<file path="src/rtl/udt_ctrl_pkg.sv">
// udt_ctrl_pkg: register map, AXI response codes, connection states and FSM encodings for udt_ctrl_regs
package udt_ctrl_pkg;
  localparam logic [2:0] REG_MSS     = 3'd0;
  localparam logic [2:0] REG_WINDOW  = 3'd1;
  localparam logic [2:0] REG_SND_BUF = 3'd2;
  localparam logic [2:0] REG_RCV_BUF = 3'd3;
  localparam logic [2:0] REG_TIMEOUT = 3'd4;
  localparam logic [2:0] REG_CONNECT = 3'd5;
  localparam logic [2:0] REG_CLOSE   = 3'd6;
  localparam logic [1:0] RESP_OKAY   = 2'b00;
  localparam logic [1:0] RESP_SLVERR = 2'b10;
  localparam logic [31:0] CONN_ST_CONNECTED = 32'h10;
  localparam logic [31:0] CONN_ST_CLOSED    = 32'h1000;
  typedef enum logic [1:0] {W_IDLE, W_HALF, W_RESP} wr_state_e;
  typedef enum logic {R_IDLE, R_DATA} rd_state_e;
  function automatic logic [31:0] strb_merge(input logic [31:0] old, input logic [31:0] wd, input logic [3:0] s);
    logic [31:0] r;
    for (int i = 0; i < 4; i++) r[8*i +: 8] = s[i] ? wd[8*i +: 8] : old[8*i +: 8];
    return r;
  endfunction
endpackage

</file>
<file path="src/rtl/axil_wr_capture.sv">
// axil_wr_capture: independent one-deep AW and W capture buffers; ready is high while a buffer is empty
module axil_wr_capture #(
  parameter int ADDR_W = 32,
  parameter int DATA_W = 32
) (
  input  logic                clk_i,
  input  logic                rst_i,
  input  logic [ADDR_W-1:0]   awaddr_i,
  input  logic                awvalid_i,
  output logic                awready_o,
  input  logic [DATA_W-1:0]   wdata_i,
  input  logic [DATA_W/8-1:0] wstrb_i,
  input  logic                wvalid_i,
  output logic                wready_o,
  input  logic                clr_i,
  output logic                have_aw_o,
  output logic                have_w_o,
  output logic [ADDR_W-1:0]   addr_o,
  output logic [DATA_W-1:0]   data_o,
  output logic [DATA_W/8-1:0] strb_o
);
  logic                aw_full_q, w_full_q;
  logic [ADDR_W-1:0]   aw_addr_q;
  logic [DATA_W-1:0]   w_data_q;
  logic [DATA_W/8-1:0] w_strb_q;
  logic                aw_hs, w_hs;
  assign awready_o = !aw_full_q;
  assign wready_o  = !w_full_q;
  assign aw_hs     = awvalid_i & !aw_full_q;
  assign w_hs      = wvalid_i & !w_full_q;
  // Live channel values bypass the buffer so a same-cycle handshake completes immediately
  assign have_aw_o = aw_full_q | awvalid_i;
  assign have_w_o  = w_full_q | wvalid_i;
  assign addr_o    = aw_full_q ? aw_addr_q : awaddr_i;
  assign data_o    = w_full_q ? w_data_q : wdata_i;
  assign strb_o    = w_full_q ? w_strb_q : wstrb_i;
  always_ff @(posedge clk_i or posedge rst_i)
    if (rst_i) begin
      aw_full_q <= 1'b0;
      w_full_q  <= 1'b0;
      aw_addr_q <= '0;
      w_data_q  <= '0;
      w_strb_q  <= '0;
    end else begin
      aw_full_q <= clr_i ? 1'b0 : aw_full_q | aw_hs;
      w_full_q  <= clr_i ? 1'b0 : w_full_q | w_hs;
      if (aw_hs) aw_addr_q <= awaddr_i;
      if (w_hs) begin
        w_data_q <= wdata_i;
        w_strb_q <= wstrb_i;
      end
    end
endmodule

</file>
<file path="src/rtl/udt_ctrl_regs.sv">
// udt_ctrl_regs: AXI4-Lite control/status register file for the UDT core.
// UDT_CTRL_REGS_RREADY_IGNORE_EN: rvalid becomes a one-cycle pulse that ignores rready.
module udt_ctrl_regs
  import udt_ctrl_pkg::*;
#(
  parameter int ADDR_W  = 32,
  parameter int DATA_W  = 32,
  parameter int MSS_RST = 1500,
  parameter int WIN_RST = 8192
) (
  input  logic                core_clk,
  input  logic                core_rst,
  input  logic [ADDR_W-1:0]   ctrl_s_axi_awaddr,
  input  logic                ctrl_s_axi_awvalid,
  output logic                ctrl_s_axi_awready,
  input  logic [DATA_W-1:0]   ctrl_s_axi_wdata,
  input  logic [DATA_W/8-1:0] ctrl_s_axi_wstrb,
  input  logic                ctrl_s_axi_wvalid,
  output logic                ctrl_s_axi_wready,
  output logic [1:0]          ctrl_s_axi_bresp,
  output logic                ctrl_s_axi_bvalid,
  input  logic                ctrl_s_axi_bready,
  input  logic [ADDR_W-1:0]   ctrl_s_axi_araddr,
  input  logic                ctrl_s_axi_arvalid,
  output logic                ctrl_s_axi_arready,
  output logic [DATA_W-1:0]   ctrl_s_axi_rdata,
  output logic [1:0]          ctrl_s_axi_rresp,
  output logic                ctrl_s_axi_rvalid,
  input  logic                ctrl_s_axi_rready,
  output logic [DATA_W-1:0]   cfg_mss,
  output logic [DATA_W-1:0]   cfg_window,
  output logic [DATA_W-1:0]   cfg_snd_buf,
  output logic [DATA_W-1:0]   cfg_rcv_buf,
  output logic [DATA_W-1:0]   cfg_timeout,
  input  logic                cfg_lock,
  input  logic [DATA_W-1:0]   conn_state,
  output logic                connect_req,
  output logic                close_req
);
  localparam logic [DATA_W-1:0] RST_VAL [5] = '{DATA_W'(MSS_RST), DATA_W'(WIN_RST), DATA_W'(8192), DATA_W'(8192), DATA_W'(1000)};
  wr_state_e           wr_st_q, wr_st_d;
  rd_state_e           rd_st_q, rd_st_d;
  logic [DATA_W-1:0]   cfg_q [5];
  logic [1:0]          bresp_q, rresp_q;
  logic [DATA_W-1:0]   rdata_q;
  logic                connect_q, close_q;
  logic                have_aw, have_w, fire, b_done, ar_hs, r_done;
  logic [ADDR_W-1:0]   w_addr;
  logic [DATA_W-1:0]   w_data;
  logic [DATA_W/8-1:0] w_strb;
  logic [2:0]          w_idx, r_idx;
  logic                w_ok, w_cfg, w_conn, w_close, r_ok, r_cfg, r_st;
  logic [1:0]          w_resp, rd_resp;
  logic [DATA_W-1:0]   rd_val;
  axil_wr_capture #(.ADDR_W(ADDR_W), .DATA_W(DATA_W)) u_cap (
    .clk_i     (core_clk),
    .rst_i     (core_rst),
    .awaddr_i  (ctrl_s_axi_awaddr),
    .awvalid_i (ctrl_s_axi_awvalid),
    .awready_o (ctrl_s_axi_awready),
    .wdata_i   (ctrl_s_axi_wdata),
    .wstrb_i   (ctrl_s_axi_wstrb),
    .wvalid_i  (ctrl_s_axi_wvalid),
    .wready_o  (ctrl_s_axi_wready),
    .clr_i     (b_done),
    .have_aw_o (have_aw),
    .have_w_o  (have_w),
    .addr_o    (w_addr),
    .data_o    (w_data),
    .strb_o    (w_strb)
  );
  assign fire    = (wr_st_q != W_RESP) & have_aw & have_w;
  assign b_done  = (wr_st_q == W_RESP) & ctrl_s_axi_bready;
  assign w_idx   = w_addr[2:0];
  assign w_ok    = w_addr[ADDR_W-1:3] == '0;
  assign w_cfg   = w_ok && w_idx <= REG_TIMEOUT;
  assign w_conn  = w_ok && w_idx == REG_CONNECT;
  assign w_close = w_ok && w_idx == REG_CLOSE;
  assign w_resp  = ((w_cfg && !cfg_lock) || w_conn || w_close) ? RESP_OKAY : RESP_SLVERR;
  always_comb begin
    wr_st_d = wr_st_q;
    wr_st_d = b_done ? W_IDLE : fire ? W_RESP : (wr_st_q == W_IDLE && (have_aw || have_w)) ? W_HALF : wr_st_q;
  end
  assign ar_hs   = (rd_st_q == R_IDLE) & ctrl_s_axi_arvalid;
`ifdef UDT_CTRL_REGS_RREADY_IGNORE_EN
  assign r_done  = (rd_st_q == R_DATA) & (1'b1 | ctrl_s_axi_rready);
`else
  assign r_done  = (rd_st_q == R_DATA) & ctrl_s_axi_rready;
`endif
  assign r_idx   = ctrl_s_axi_araddr[2:0];
  assign r_ok    = ctrl_s_axi_araddr[ADDR_W-1:3] == '0;
  assign r_cfg   = r_ok && r_idx <= REG_TIMEOUT;
  assign r_st    = r_ok && (r_idx == REG_CONNECT || r_idx == REG_CLOSE);
  assign rd_val  = r_cfg ? cfg_q[r_idx] : r_st ? conn_state : '0;
  assign rd_resp = (r_cfg || r_st) ? RESP_OKAY : RESP_SLVERR;
  always_comb begin
    rd_st_d = rd_st_q;
    rd_st_d = ar_hs ? R_DATA : r_done ? R_IDLE : rd_st_q;
  end
  always_ff @(posedge core_clk or posedge core_rst)
    if (core_rst) begin
      wr_st_q   <= W_IDLE;
      rd_st_q   <= R_IDLE;
      for (int i = 0; i < 5; i++) cfg_q[i] <= RST_VAL[i];
      bresp_q   <= RESP_OKAY;
      rresp_q   <= RESP_OKAY;
      rdata_q   <= '0;
      connect_q <= 1'b0;
      close_q   <= 1'b0;
    end else begin
      wr_st_q   <= wr_st_d;
      rd_st_q   <= rd_st_d;
      connect_q <= fire & w_conn;
      close_q   <= fire & w_close;
      if (fire) bresp_q <= w_resp;
      if (fire && w_cfg && !cfg_lock) cfg_q[w_idx] <= strb_merge(cfg_q[w_idx], w_data, w_strb);
      if (ar_hs) begin
        rdata_q <= rd_val;
        rresp_q <= rd_resp;
      end
    end
  assign ctrl_s_axi_bvalid  = wr_st_q == W_RESP;
  assign ctrl_s_axi_bresp   = bresp_q;
  assign ctrl_s_axi_arready = rd_st_q == R_IDLE;
  assign ctrl_s_axi_rvalid  = rd_st_q == R_DATA;
  assign ctrl_s_axi_rdata   = rdata_q;
  assign ctrl_s_axi_rresp   = rresp_q;
  assign cfg_mss            = cfg_q[REG_MSS];
  assign cfg_window         = cfg_q[REG_WINDOW];
  assign cfg_snd_buf        = cfg_q[REG_SND_BUF];
  assign cfg_rcv_buf        = cfg_q[REG_RCV_BUF];
  assign cfg_timeout        = cfg_q[REG_TIMEOUT];
  assign connect_req        = connect_q;
  assign close_req          = close_q;
endmodule

</file>
<file path="config.mk">
export PLATFORM = sky130hd
export DESIGN_NAME = udt_ctrl_regs
export DESIGN_NICKNAME = d
export VERILOG_FILES = /design/src/rtl/udt_ctrl_pkg.sv /design/src/rtl/axil_wr_capture.sv /design/src/rtl/udt_ctrl_regs.sv
export SDC_FILE = /design/constraint.sdc
export NUM_CORES = 1
export LEC_CHECK = 0
export ABC_CLOCK_PERIOD_IN_PS = 9700
export BUFFER_PORTS_ARGS = -buffer_cell sky130_fd_sc_hd__buf_2
export CAP_MARGIN = 20
export CORE_ASPECT_RATIO = 0.8
export CORE_MARGIN = 2
export CORE_UTILIZATION = 40
export DETAILED_ROUTE_END_ITERATION = 8
export HOLD_SLACK_MARGIN = 0.02
export PLACE_DENSITY = 0.64
export SLEW_MARGIN = 10
export SYNTH_ARGS = -nofsm -noshare
export SYNTH_HDL_FRONTEND = slang
export SYNTH_SLANG_ARGS = --single-unit
</file>
<file path="constraint.sdc">
create_clock -name core_clk -period 9.7 [get_ports core_clk]
set_clock_uncertainty 0.1 [all_clocks]
set_input_delay 1.455 -clock core_clk [delete_from_list [all_inputs] [get_ports core_clk]]
set_output_delay 1.455 -clock core_clk [all_outputs]
set_load 0.05 [all_outputs]
</file>
==> flow_metrics.env <==
export IMPL_status="finished, final reports clean"
export IMPL_power_share_combinational_pct=34.4
export IMPL_r2r_end="cfg_window[21]$_DFFE_PP0P_"
export IMPL_drv_max_cap_violation_count=0
export IMPL_final_setup_tns_ns=0
export IMPL_worst_setup_path_start_kind="flip-flop"
export IMPL_layout_drive_gt1_share_pct=33.3
export IMPL_dr_first_iter_drc_count=753
export IMPL_clock_root_buffer="sky130_fd_sc_hd__clkbuf_16"
export IMPL_series_of_cell_instances_along_the_critical_path="mux2i_4 > buf_4 > buf_4 > o21ai_0 > nor4_4 > buf_4 > mux2i_1"
export IMPL_dp_wirelength_um=31200
export IMPL_post_synth_edffs=0
export IMPL_slew_viol_final=0
export IMPL_r2r_worst_path_cells=7
export IMPL_endpoints_failing_setup=0
export IMPL_synth_main_ff_cell="sky130_fd_sc_hd__dfrtp_1"
export IMPL_net_switching_power_mw=1.50
export IMPL_worst_slack_ns=5.68
export IMPL_endpoint_kind="flip-flop"
export IMPL_crit_type="flip-flop to flip-flop"
export IMPL_achievable_frequency_mhz=249
export IMPL_cts_max_path_buffers=3
export IMPL_post_synth_top_area_fraction_pct=44.3
export IMPL_post_synthesis_cell_area_sq_um=14300
export IMPL_critical_path_slowest_cell="sky130_fd_sc_hd__dfrtp_1"
export IMPL_first_pass_grt_wire_length_um=71400
export IMPL_cts_repair_timing_setup_buffer_count=0
export IMPL_vdd_ir_drop_max_mv=0.123
export IMPL_end_point_of_the_most_critical_hold_path="ctrl_s_axi_rdata[25]$_DFFE_PP0P_"
export IMPL_cts_buffers_inserted=30
export IMPL_finalWeightedCongestion=0.940
export IMPL_yosysTopAreaCell="sky130_fd_sc_hd__dfrtp_1"
export IMPL_layout_filler_cells=3221
export IMPL_layout_min_cycle_time_ns=4.02
export IMPL_timing_rr_start="u_cap.aw_full_q$_DFF_PP0_"
export IMPL_fp_dieW_um=215
export IMPL_cpMostUsedCell="sky130_fd_sc_hd__buf_4"
export IMPL_io_buffers=340
export IMPL_hold_path_cell_count=2
export IMPL_cts_tree="built"
export IMPL_rsz_0062_raised_after_global_routing="false"
export IMPL_maximum_number_of_pins_on_one_net_before_global_route_repair=142
export IMPL_finalHoldViolCount=0
export IMPL_critical_path_required_ns=10.08
export IMPL_vias=11800
export IMPL_multiInputGateArea_sq_um=6670
export IMPL_fp_dieH_um=173
export IMPL_timing_reg2reg_setup_slack_ns=5.68
export IMPL_power_per_cell_area_nw_per_um2=231
export IMPL_timing_critical_path_from="u_cap.aw_full_q$_DFF_PP0_"
export IMPL_clockPowerShare_pct=30.3
export IMPL_first_global_vias=11700
export IMPL_crit_buf_inv=3
export IMPL_timing_critical_path_max_delay_family="buffers and inverters"
export IMPL_p_seq_share_pct=35.3
export IMPL_tightestPinTransition_ns=0.975
export IMPL_crit_fanout=36
export IMPL_layout_common_cells="sky130_fd_sc_hd__buf_2, sky130_fd_sc_hd__dfrtp_1, sky130_fd_sc_hd__mux2i_1, sky130_fd_sc_hd__inv_1, sky130_fd_sc_hd__o21ai_0"
export IMPL_ys_ff_latch=269
export IMPL_htree_levels=1
export IMPL_floorplan_rows=61
export IMPL_p_int_mw=2.54
export IMPL_overall_track_demand_over_capacity_in_global_routing_pct=24.6
export IMPL_share_of_flip_flops_with_an_asynchronous_set_or_reset_after_synthesis_pct=100
export IMPL_average_detailed_routed_wire_length_per_instance_um=22.1
export IMPL_cp_arrival_ns=4.40
export IMPL_floorplan_die_area_sq_um=37300
export IMPL_route_detailed_drc=0
export IMPL_tritoncts_num_sinks=269
export IMPL_period_share_pct=41.4
export IMPL_worst_setup_hold_path_clk_slew_ns=0.06
export IMPL_cts_repair_resized=0
export IMPL_placement_setup_worst_slack_ns=5.17
export IMPL_yosys_warnings=0
export IMPL_start_util_pct=40.9
export IMPL_ios=343
export IMPL_coreArea_sq_um=35000
export IMPL_worstSkewPairLatency_ns=0.57
export IMPL_slowest_cell_delay_on_critical_path_ns=0.88
export IMPL_hold_start="ctrl_s_axi_rdata[25]$_DFFE_PP0P_"
export IMPL_cts_hold_buf=0
export IMPL_route_final_wire_length_um=46800
export IMPL_synth_distinct_cells=45
export IMPL_timing_hold_worst_class="flip-flop to flip-flop"
export IMPL_yosys_top_cells_area="sky130_fd_sc_hd__dfrtp_1, sky130_fd_sc_hd__mux2i_1, sky130_fd_sc_hd__mux2_2"
export IMPL_p_leak_nw=7.96
export IMPL_final_common_cell="sky130_fd_sc_hd__buf_2"
export IMPL_regArea_sq_um=6750
export IMPL_avgViaCountPerCell=5.60
export IMPL_design_final_nets=1758
export IMPL_post_synth_inst_count=1315
export IMPL_global_route_overflow_total=0
export IMPL_post_synth_cell_area_avg_sq_um=10.9
export IMPL_max_slew_margin_pct=34.8
export IMPL_detail_route_first_pass_iterations=5
export IMPL_ys_seq_area_share_pct=47.2
export IMPL_number_of_antenna_violations_at_the_first_check_in_global_routing=6
export IMPL_sw_frac_of_total_pct=37.1
export IMPL_areaGrowthSynthToFinish_pct=22.3
export IMPL_detail_route_antenna_nets=0
## worst max-delay path by stage
stage	slack [ns]	cells past startpoint	to
floorplan	0.76	1	cfg_mss[0]$_DFFE_PP0P_
global placement	5.29	7	cfg_rcv_buf[13]$_DFFE_PP1P_
detailed placement	5.17	8	cfg_window[22]$_DFFE_PP0P_
CTS	5.68	7	cfg_window[21]$_DFFE_PP0P_
global route	5.45	7	cfg_window[28]$_DFFE_PP0P_
finish	5.68	7	cfg_window[21]$_DFFE_PP0P_
## per-layer routing
layer	vias to the layer above	global-route usage, %	wire, um
li1	5342	-	-
met4	6	7.24	1230
met1	5962	35.2	21500
met3	83	5.40	3440
met2	453	37.3	20600
met5	-	0	39
## final cells by class
type	instances	area share (%)
Sequential cell	269	38.6
Tap cell	472	3.38
Clock inverter	12	0.980
Antenna cell	3	0.0429
Timing Repair Buffer	363	10.8
Inverter	135	2.94
Multi-Input combinational cell	819	38.1
Clock buffer	44	5.12
## worst reg2reg max path: stages, from the launching register on
cell	delay, ns
sky130_fd_sc_hd__dfrtp_1	0.88
sky130_fd_sc_hd__mux2i_4	0.34
sky130_fd_sc_hd__buf_4	0.52
sky130_fd_sc_hd__buf_4	0.70
sky130_fd_sc_hd__o21ai_0	0.41
sky130_fd_sc_hd__nor4_4	0.25
sky130_fd_sc_hd__buf_4	0.47
sky130_fd_sc_hd__mux2i_1	0.29
## synth_stat cells, types with 2 or more instances
master,number
sky130_fd_sc_hd__nand2b_1,28
sky130_fd_sc_hd__dfstp_2,16
sky130_fd_sc_hd__dfrtp_1,253
sky130_fd_sc_hd__mux2i_1,221
sky130_fd_sc_hd__nor2b_1,9
sky130_fd_sc_hd__o21ai_0,105
sky130_fd_sc_hd__buf_6,8
sky130_fd_sc_hd__nor3_1,102
sky130_fd_sc_hd__a21oi_1,45
sky130_fd_sc_hd__o21ai_1,20
sky130_fd_sc_hd__or3_1,4
sky130_fd_sc_hd__nor4_4,3
sky130_fd_sc_hd__a31oi_1,7
sky130_fd_sc_hd__nor4b_1,2
sky130_fd_sc_hd__buf_1,14
sky130_fd_sc_hd__clkbuf_1,42
sky130_fd_sc_hd__nand2_1,12
sky130_fd_sc_hd__inv_1,134
sky130_fd_sc_hd__nor4_1,20
sky130_fd_sc_hd__clkbuf_2,2
sky130_fd_sc_hd__o22a_1,2
sky130_fd_sc_hd__buf_4,14
sky130_fd_sc_hd__mux2_2,69
sky130_fd_sc_hd__o31ai_1,39
sky130_fd_sc_hd__nand4_1,6
sky130_fd_sc_hd__nand3_1,2
sky130_fd_sc_hd__a22oi_1,32
sky130_fd_sc_hd__buf_2,13
sky130_fd_sc_hd__nand3b_1,31
sky130_fd_sc_hd__mux4_2,29
sky130_fd_sc_hd__o22ai_1,3
sky130_fd_sc_hd__nor2_1,15
## metrics by stage
stage / area (sq um) / utilization [%] / total power [mW] / hold slack, ns / instances
4_1_cts: 17500 / 50.0 / 4.06 / 0.384 / 2114
2_1_floorplan: 14300 / - / 2.42 / 0.366 / 1316
6_report: 17500 / 50.0 / 4.04 / 0.387 / 2117
5_1_grt: 17500 / 50.0 / 4.25 / 0.403 / 2116
3_3_place_gp: 16400 / 46.9 / 2.79 / 0.361 / 2057
3_5_place_dp: 16400 / 47.0 / 2.82 / 0.370 / 2058
## registers in the layout, indices dropped and copies added, names as in the netlist, 2 cells and up
register / flops
cfg_mss: 32
cfg_snd_buf: 32
wr_st_q: 2
ctrl_s_axi_rdata: 32
cfg_timeout: 32
cfg_window: 32
u_cap.aw_addr_q: 32
u_cap.w_data_q: 32
u_cap.w_strb_q: 4
cfg_rcv_buf: 32
## cell families (layout without fill, tap and decap cells)
kind of cell	count (synthesis)	in the layout	share of synthesized area (%)
mux	319	319	25.5
flops	269	269	47.2
compound gates	257	257	10.5
simple gates	240	240	9.85
buf+inv	228	554	6.90
other cells	1	5	0.0262
xor+xnor	1	1	0.0613
## power groups by stage
stage | logic, mW | clock network [mW] | registers (mW)
2_1_floorplan | 1.01 | 0 | 1.41
3_3_place_gp | 1.36 | 0 | 1.44
3_5_place_dp | 1.38 | 0 | 1.44
4_1_cts | 1.39 | 1.25 | 1.42
5_1_grt | 1.51 | 1.30 | 1.45
6_report | 1.39 | 1.23 | 1.43
(Power assumes the default switching activity.)
